$ cat config.mk
export PLATFORM = sky130hd
export DESIGN_NAME = fifo_rd_packer
export DESIGN_NICKNAME = d
export VERILOG_FILES = /design/src/rtl/fifo_rd_packer.sv
export SDC_FILE = /design/constraint.sdc
export NUM_CORES = 1
export LEC_CHECK = 0
export CAP_MARGIN = 20
export CORE_UTILIZATION = 40
export CTS_BUF_LIST = sky130_fd_sc_hd__clkbuf_8 sky130_fd_sc_hd__clkbuf_16
export DETAILED_ROUTE_END_ITERATION = 10
export DONT_BUFFER_PORTS = 1
export GPL_TIMING_DRIVEN = 0
export PLACE_DENSITY = 0.54
export SLEW_MARGIN = 20
export SYNTH_ARGS = -nofsm -noshare
export SYNTH_HDL_FRONTEND = slang
export SYNTH_SLANG_ARGS = --single-unit
$ cat constraint.sdc
create_clock -name rclk -period 6.24 [get_ports rclk]
set_clock_uncertainty 0.05 [all_clocks]
set_input_delay 0 -clock rclk [delete_from_list [all_inputs] [get_ports rclk]]
set_output_delay 0 -clock rclk [all_outputs]
set_load 0.005 [all_outputs]
$ cat src/rtl/fifo_rd_packer.sv
// Read-side FIFO consumer: packs RATIO show-ahead FIFO words into one wide
// valid/ready beat, with flush to force out a partially filled beat.
module fifo_rd_packer #(
  parameter  int DSIZE = 8,
  parameter  int RATIO = 4,
  localparam int CW    = $clog2(RATIO + 1)
) (
  input  logic                   rclk,
  input  logic                   rrst,
  input  logic [DSIZE-1:0]       rdata,
  input  logic                   rempty,
  output logic                   rinc,
  input  logic                   flush,
  output logic [DSIZE*RATIO-1:0] m_data,
  output logic [CW-1:0]          m_count,
  output logic                   m_valid,
  input  logic                   m_ready,
  output logic                   busy
);

  localparam logic [CW-1:0] CNT_FULL = CW'(RATIO);

  logic [DSIZE-1:0]       acc_q [RATIO];
  logic [DSIZE-1:0]       acc_d [RATIO];
  logic [CW-1:0]          acc_cnt_q, acc_cnt_d;
  logic [DSIZE*RATIO-1:0] m_data_q, m_data_d;
  logic [CW-1:0]          m_count_q, m_count_d;
  logic                   m_valid_q, m_valid_d;
  logic                   flush_pend_q, flush_pend_d;

  logic out_free;
  logic acc_full;
  logic acc_some;
  logic xfer;

  assign out_free = !m_valid_q | m_ready;
  assign acc_full = (acc_cnt_q == CNT_FULL);
  assign acc_some = (acc_cnt_q != '0);
  assign xfer     = out_free & (acc_full | (flush_pend_q & acc_some));
  // Pop may coincide with a transfer: the freed accumulator takes the word in lane 0.
  assign rinc     = !rrst & !rempty & !flush_pend_q & (!acc_full | xfer);

  always_comb begin
    acc_d        = acc_q;
    acc_cnt_d    = acc_cnt_q;
    m_data_d     = m_data_q;
    m_count_d    = m_count_q;
    m_valid_d    = m_valid_q;
    flush_pend_d = flush_pend_q;

    if (xfer) begin
      for (int i = 0; i < RATIO; i++) begin
        m_data_d[i*DSIZE +: DSIZE] = (CW'(i) < acc_cnt_q) ? acc_q[i] : '0;
      end
      m_count_d = acc_cnt_q;
      m_valid_d = 1'b1;
      if (rinc) begin
        acc_d[0]  = rdata;
        acc_cnt_d = CW'(1);
      end else begin
        acc_cnt_d = '0;
      end
    end else begin
      if (rinc) begin
        for (int i = 0; i < RATIO; i++) begin
          if (acc_cnt_q == CW'(i)) acc_d[i] = rdata;
        end
        acc_cnt_d = acc_cnt_q + CW'(1);
      end
      if (m_valid_q & m_ready) m_valid_d = 1'b0;
    end

    // On a full-beat transfer the post-edge count decides whether flush has anything to emit.
    if (flush_pend_q) begin
      if (xfer) flush_pend_d = 1'b0;
    end else if (flush) begin
      flush_pend_d = xfer ? (acc_cnt_d != '0) : acc_some;
    end
  end

  always_ff @(posedge rclk) begin
    if (rrst) begin
      acc_q        <= '{default: '0};
      acc_cnt_q    <= '0;
      m_data_q     <= '0;
      m_count_q    <= '0;
      m_valid_q    <= 1'b0;
      flush_pend_q <= 1'b0;
    end else begin
      acc_q        <= acc_d;
      acc_cnt_q    <= acc_cnt_d;
      m_data_q     <= m_data_d;
      m_count_q    <= m_count_d;
      m_valid_q    <= m_valid_d;
      flush_pend_q <= flush_pend_d;
    end
  end

  assign m_data  = m_data_q;
  assign m_count = m_count_q;
  assign m_valid = m_valid_q;
  assign busy    = acc_some | m_valid_q | flush_pend_q;

endmodule
==> reports/metrics.cfg, run 1 <==
[finish]
drive_gt1_share_pct = 9.71
insertedDiodeCount = 0
final_nets = 353
fin_util_pct = 48.4
fin_area_um2 = 3350
synthToLayoutAreaGrowth_pct = 15.4

[detailed_routing]
wl_per_cell_um = 16.4
first_iter_violations = 97
drt_pass1_iterations = 4
vias = 2172
route.detailed.drc = 0
viasPerCell = 4.98
drt_wl_total_um = 7140
ant_nets = 0

[sta]
rsz0062_at_grt = no
worstMarginPinSlew_ps = 764
hold_viol = 0
fmax_mhz = 398
fin_crit_sh_pct = 40.3
period_needed_ps = 2510
timing.final.ws_setup_ps = 3730
setup_viol = 0
maxSlewHeadroom_pct = 49.0
fin_setup_tns_ps = 0
drv_slew = 0

[floorplan]
die_y_um = 87.1
num_rows = 30
die_x_um = 87.1
core_um2 = 6910
io_pins = 51
die-area_um2 = 7590
initial_core_util_pct = 42.0

[clock_network]
root_buffer = clkbuf_8
clkSinkCount = 72
htreeDepth = 3
numCtsBuffers = 9
clk_latency_ps = 340
cts_tree = built
clkSlewWorstSetupHoldPaths_ps = 80
clockBufferDepth = 2
postCtsHoldBufs = 12
postCtsResizedCells = 0
cts_setup_buffers = 0

[synthesis]
synth_compound_area_share_pct = 9.54
synth.cell_area_um2 = 2900
yosysWarnings = 0
synth_edf_count = 0
synth_cell_types = 31
ys_ff_latch = 72
yosys.area.top_type = dfxtp_1
syn-instance-count = 313
synth_top_area_share_pct = 49.7
async_reset_ff_share_pct = 0
seq_area_frac_synth_pct = 49.7
synth_top_family_by_area = simple AND/OR/NAND/NOR gates
synthFlopType = dfxtp_1
synth_area_per_cell_um2 = 9.26
yosys.area_share.simple_pct = 22.5
synth-xor-area-share_pct = 0
synth.net_count = 330
synthTopCellsByArea = dfxtp_1 50%, mux2i_1 12%, a21oi_1 6.9%
synth.area.mux_share_pct = 11.7
synth_fa_ha_area_share_pct = 1.73

[place]
place_hpwl_um = 4810
port_buffers = 0
placed_cell_area_um2 = 3020
gp_congestion = 0.793
place_ws_ps = 3730

[worst_setup_path]
path_class = reg -> reg
worstPathArrival_ps = 2690
worstSetupStartpointType = register
max_stage_delay_ps = 550
crit_slowest_cell = a211oi_4
crit_top_cell = ha_1
cp_max_fo = 8
critPathCaptureType = register
path_cells = inv_1 -> ha_1 -> a31oi_4 -> ha_1 -> nand2_1 -> a211oi_4 -> mux2i_1 -> nor2_1
cp.required_ps = 6410

[power]
irDropWorstVdd_mv = 0.115
p_leak_nw = 1.24
pwr_density_cell_nw_per_um2 = 278

[grt]
grt.overflow.total = 0
grt_max_degree = 12
grt_pass1_vias = 2116
antenna_found_initial = 0
grt_pass1_wl_um = 11100
grt_use_total_pct = 20.1

[outcome]
status = finished, final reports clean

[job]
cap_viol_max_count = 0

[hold_path]
hold_path_class = in -> reg

[cells in the mapped netlist (3+ instances only)]
| cell type | n |
|---|---|
| dfxtp_1 | 72 |
| a21oi_1 | 40 |
| nand2_1 | 38 |
| mux2i_1 | 34 |
| nor2_1 | 34 |
| nand3_1 | 25 |
| nand2b_1 | 18 |
| clkbuf_1 | 9 |
| nor4b_1 | 8 |
| buf_2 | 7 |
| ha_1 | 4 |
| buf_4 | 3 |
| inv_1 | 3 |
[metal layers]
layer | GRT usage, % | vias to the layer above | wire, µm
li1 | - | 1105 | -
met1 | 25.2 | 1012 | 3350
met2 | 32.7 | 44 | 3300
met3 | 5.31 | 11 | 382
met4 | 8.49 | 0 | 106
met5 | 0 | - | 0
[report_power, final]
group	internal, mW	switching (mW)	total, mW
clock	0.214	0.166	0.380
combinational	0.0298	0.0459	0.0757
sequential	0.468	0.00667	0.475
[per-stage QoR]
step	total power, mW	std cells	hold WS, ps
floorplan	0.535	313	93.9
global placement	0.550	409	98.7
detailed placement	0.550	409	106
CTS	0.940	436	14.2
global route	0.969	436	30.2
finish	0.930	436	30.7
[critical path, delay by kind of cell, from the launching register on]
kind,cells,cell delay (ps)
simple gates,2,140
fa+ha+maj,2,500
compound gates,2,830
buf+inv,1,110
flops,1,490
mux,1,280
[cell usage in the layout (no fill, tap or decap), types with 4 or more instances in the layout]
master,netlist,final
mux2i_1,34,34
ha_1,4,4
nand2b_1,18,18
inv_1,3,4
nor2_1,34,34
nand3_1,25,25
clkbuf_1,9,9
buf_2,7,7
a21oi_1,40,40
dlygate4sd3_1,0,12
nand2_1,38,38
dfxtp_1,72,72
nor4b_1,8,8
clkbuf_8,0,12
[registers in the layout (all words and copies together), names as in the netlist]
register and flops:
acc_cnt_q 3, acc_q 32, flush_pend_q 1, m_count 3
m_data 32, m_valid 1
[cells by family after synthesis]
family | Yosys count
AND/OR/NAND/NOR | 132
flip-flops | 72
AO/OA/AOI/OAI | 46
multiplexers | 34
buffers and inverters | 25
adder cells (fa/ha/maj) | 4
[path summary, 6_finish.rpt]
| kind | start | to | slack (ps) | depth (start not counted) |
|---|---|---|---|---|
| setup reg to reg | acc_cnt_q[1] | acc_q[3] | 3730 | 8 |
| hold / removal | rempty | acc_cnt_q[1] | 30 | 4 |
| hold reg to reg | m_data[9] | m_data[9] | 420 | 2 |
| setup / recovery | acc_cnt_q[1] | acc_q[3] | 3730 | 8 |
[area by class of cell]
type                       count  area (µm²)
fill                         727        3560
sequential                    72        1440
multi-input combinational    216        1320
clock buffer                  12         165
buffer                        22         126
timing repair buffer          12         120
tap                           96         120
clock inverter                 3        41.3
inverter                       3        11.3
Power figures use the tool's default switching activity.
==> inputs of run 2 (changes only) <==
==> constraint.sdc (replaced) <==
create_clock -name rclk -period 2.5 [get_ports rclk]
set_clock_uncertainty 0.05 [all_clocks]
set_input_delay 0 -clock rclk [delete_from_list [all_inputs] [get_ports rclk]]
set_output_delay 0 -clock rclk [all_outputs]
set_load 0.005 [all_outputs]
==> reports/metrics.cfg, run 2 (synthesized netlist as in run 1, its figures left out) <==
[outcome]
status = finished, final reports clean

[worst_setup_path]
worstSetupStartpointType = register
path_class = reg -> reg
worstPathArrival_ps = 2510
critPathCaptureType = register
cp_max_fo = 8
cp.required_ps = 2670

[power]
total_power_mw = 2.32
clkPwrFrac_pct = 40.9
pwr_density_cell_nw_per_um2 = 690
power_switching_uw = 546
pwr-share-seq_pct = 51.0
irDropWorstVdd_mv = 0.290
p_leak_nw = 1.25
internal_power_mw = 1.78
combPwrFrac_pct = 8.1
swShare_pct = 23.5

[sta]
rsz0062_at_grt = no
period_needed_ps = 2340
fin_crit_sh_pct = 93.5
fmax_mhz = 428
drv_slew = 0
setup_viol = 0
hold_viol = 0
worstMarginPinSlew_ps = 781
maxSlewHeadroom_pct = 47.9
whs_ps = 19.5

[job]
cap_viol_max_count = 0

[floorplan]
die_x_um = 87.1
die-area_um2 = 7590
io_pins = 51
die_y_um = 87.1
initial_core_util_pct = 42.0
num_rows = 30
core_um2 = 6910

[detailed_routing]
wl_per_cell_um = 16.3
route.detailed.drc = 0
vias = 2180
first_iter_violations = 109
drt_wl_total_um = 7120
drt_pass1_iterations = 5
viasPerCell = 4.99
ant_nets = 0

[clock_network]
clockBufferDepth = 2
root_buffer = clkbuf_8
postCtsResizedCells = 0
clk_latency_ps = 340
numCtsBuffers = 9
clkSinkCount = 72
htreeDepth = 3
clkSlewWorstSetupHoldPaths_ps = 70
cts_tree = built

[finish]
multi_input_area_um2 = 1320
fillCellCount = 725
final_cells = 437
insertedDiodeCount = 0
synthToLayoutAreaGrowth_pct = 16.1
final_nets = 354
final_cell_mix = 72 x dfxtp_1, 40 x a21oi_1, 38 x nand2_1, 34 x mux2i_1, 34 x nor2_1
layout_commonest_cell = dfxtp_1
regArea_um2 = 1440
fin_util_pct = 48.7
drive_gt1_share_pct = 9.97

[place]
gp_congestion = 0.793
port_buffers = 0
dp.cells = 409
place_hpwl_um = 4810

[grt]
grt.overflow.total = 0
antenna_found_initial = 0
grt_use_total_pct = 20.1
grt_pass1_vias = 2118
grt_max_degree = 12
grt_pass1_wl_um = 11100

[hold_path]
hold_path_class = in -> reg

run 2: path summary, 6_finish.rpt:
path,from,endpoint,slack (ps),cells after the start
min reg2reg,m_data[9],m_data[9],420,2
max,acc_cnt_q[1],acc_q[3],160,9
min,rempty,acc_cnt_q[1],20,4
max reg2reg,acc_cnt_q[1],acc_q[3],160,9
run 2: layout make-up:
cell class / instances / area share (%)
inverter: 3 / 0.335
sequential: 72 / 42.8
timing repair buffer: 13 / 4.16
multi-input combinational: 216 / 39.2
clock inverter: 3 / 1.23
buffer: 22 / 3.75
clock buffer: 12 / 4.91
tap: 96 / 3.57
run 2: stage by stage:
stage | TNS (ps) | setup WS, ps | cell area (µm²)
after floorplan | 0 | 344 | 2900
after global routing | 0 | 40.1 | 3370
after CTS | 0 | 7.56 | 3350
final | 0 | 163 | 3370
after detailed placement | -31.5 | -11.6 | 3020
after global placement | 0 | 8.51 | 3020
run 2: critical path, stage by stage, from the launching register on:
cell	delay [ps]
dfxtp_1	490
inv_1	110
ha_1	310
a31oi_4	280
ha_1	190
nand2_1	80
a211oi_4	270
buf_12	170
mux2i_1	210
nor2_1	50
run 2: what timing repair did:
action / CTS / global route
pin swaps: 1 / 1
cloned: 0 / 0
buffers inserted: 0 / 1
hold buffers: 12 / 0
endpoints found under the hold margin: 36 / 0
endpoints found under the setup margin: 8 / 8
run 2: metal layers:
layer | track usage (%) | vias up | wire (µm) | part of all wire [%]
met1 | 25.2 | 1015 | 3360 | 47
met3 | 5.31 | 10 | 365 | 5.1
met5 | 0 | - | 0 | 0
met4 | 8.49 | 0 | 91 | 1.3
met2 | 32.7 | 46 | 3300 | 46
li1 | - | 1109 | - | -
run 2: power by group through the flow:
stage	Combinational [mW]	Clock (mW)	Sequential (mW)
after global routing	0.207	1.02	1.19
after detailed placement	0.163	0	1.21
after CTS	0.190	0.972	1.18
after global placement	0.162	0	1.21
final	0.189	0.949	1.18
after floorplan	0.129	0	1.21
==> inputs of run 3 (changes only) <==
--- a/config.mk
+++ b/config.mk
@@ -7,7 +7,7 @@
 export LEC_CHECK = 0
 export CAP_MARGIN = 20
 export CORE_UTILIZATION = 40
-export CTS_BUF_LIST = sky130_fd_sc_hd__clkbuf_8 sky130_fd_sc_hd__clkbuf_16
+export CTS_BUF_LIST = sky130_fd_sc_hd__clkbuf_2
 export DETAILED_ROUTE_END_ITERATION = 10
 export DONT_BUFFER_PORTS = 1
 export GPL_TIMING_DRIVEN = 0
==> reports/metrics.cfg, run 3 (synthesized netlist as in run 1, its figures left out) <==
[detailed_routing]
drt_wl_total_um = 6950
first_iter_violations = 102
route.detailed.drc = 0
drt_pass1_iterations = 4
viasPerCell = 5.00
vias = 2186
wl_per_cell_um = 15.9
ant_nets = 0

[sta]
whs_ps = 113
fin_crit_sh_pct = 93.1
timing.final.ws_setup_ps = 172
maxSlewHeadroom_pct = 49.3
fin_setup_tns_ps = 0
drv_slew = 0
rsz0062_at_grt = no
hold_viol = 0
worstMarginPinSlew_ps = 761
period_needed_ps = 2330
setup_viol = 0
fmax_mhz = 430

[finish]
final_cell_mix = 72 x dfxtp_1, 40 x a21oi_1, 38 x nand2_1, 34 x mux2i_1, 34 x nor2_1
drive_gt1_share_pct = 9.38
fillCellCount = 742
layout_commonest_cell = dfxtp_1
multi_input_area_um2 = 1320
synthToLayoutAreaGrowth_pct = 12.4
final_cells = 437
regArea_um2 = 1440
fin_area_um2 = 3260
insertedDiodeCount = 0
final_nets = 354

[worst_setup_path]
cp.required_ps = 2830
path_class = reg -> reg
worstSetupStartpointType = register
cp_max_fo = 8
crit_top_cell = ha_1
crit_buf_inv = 2
max_stage_delay_ps = 520
cp_top_family = compound AO/OA/AOI/OAI gates
worstPathArrival_ps = 2660
path_cells = inv_1 -> ha_1 -> a31oi_4 -> ha_1 -> nand2_1 -> a211oi_4 -> buf_12 -> mux2i_1 -> nor2_1
crit_slowest_cell = dfxtp_1
critPathCaptureType = register

[hold_path]
hold_path_class = in -> reg

[clock_network]
clockBufferDepth = 2
clkSlewWorstSetupHoldPaths_ps = 190
htreeDepth = 3
cts_tree = built
clkSinkCount = 72
postCtsResizedCells = 0
numCtsBuffers = 9
clk_latency_ps = 480
root_buffer = clkbuf_2

[power]
pwr-share-seq_pct = 60.0
p_leak_nw = 1.21
swShare_pct = 26.0
pwr_density_cell_nw_per_um2 = 608
combPwrFrac_pct = 9.6
clkPwrFrac_pct = 30.5
power_switching_uw = 514
irDropWorstVdd_mv = 0.256
internal_power_mw = 1.47

[place]
place_hpwl_um = 4810
placed_cell_area_um2 = 3020
dp.cells = 409
port_buffers = 0
place_ws_ps = -11.6
gp_congestion = 0.793

[floorplan]
initial_core_util_pct = 42.0
die_y_um = 87.1
die-area_um2 = 7590
die_x_um = 87.1
core_um2 = 6910
io_pins = 51
num_rows = 30

[job]
cap_viol_max_count = 0

[grt]
antenna_found_initial = 0
grt.overflow.total = 0
grt_pass1_wl_um = 10900
grt_use_total_pct = 19.6
grt_pass1_vias = 2147
grt_max_degree = 12

[outcome]
status = finished, final reports clean

-- run 3: per-stage QoR --
step	power [mW]	util (%)
finish	1.98	47.2
global route	2.07	47.2
CTS	2.00	46.9
detailed placement	1.37	43.7
global placement	1.37	43.7
floorplan	1.33	-
-- run 3: final timing paths --
kind,startpoint,to,slack [ps],depth (start not counted)
setup / recovery,acc_cnt_q[1],acc_q[3],170,9
hold / removal,m_ready,acc_cnt_q[1],110,4
setup reg to reg,acc_cnt_q[1],acc_q[3],170,9
hold reg to reg,m_data[9],m_data[9],430,2
-- run 3: layout make-up --
type / count / area share (%)
flip-flops and latches: 72 / 44.2
multi-input cells: 216 / 40.5
repair buffers: 13 / 4.30
plain buffers: 22 / 3.88
well taps: 96 / 3.69
clock buffers: 10 / 1.54
clock inverters: 5 / 1.50
inverters: 3 / 0.346
-- run 3: power groups by stage --
stage	Combinational, mW	Sequential, mW	Clock, mW
6_report	0.189	1.19	0.604
5_1_grt	0.207	1.19	0.676
2_1_floorplan	0.129	1.21	0
3_5_place_dp	0.163	1.21	0
4_1_cts	0.191	1.19	0.626
3_3_place_gp	0.162	1.21	0
-- run 3: what timing repair did --
item | 4_1_cts | 5_1_grt
pin swaps | 1 | 1
gates cloned | 0 | 0
setup endpoints to repair | 8 | 8
setup buffers | 0 | 1
endpoints found under the hold margin | 39 | 0
hold buffers | 12 | 0
-- run 3: tightest hold or removal path, stage by stage --
cell	delay, ps
and2b_1	250
a31oi_4	140
mux2i_1	140
nor3_1	60
-- run 3: layer usage --
| layer | global-route usage [%] | share of wire (%) |
|---|---|---|
| met1 | 24.6 | 48 |
| met5 | 0 | 0 |
| met3 | 4.55 | 4.0 |
| met2 | 32.5 | 47 |
| met4 | 8.05 | 0.96 |
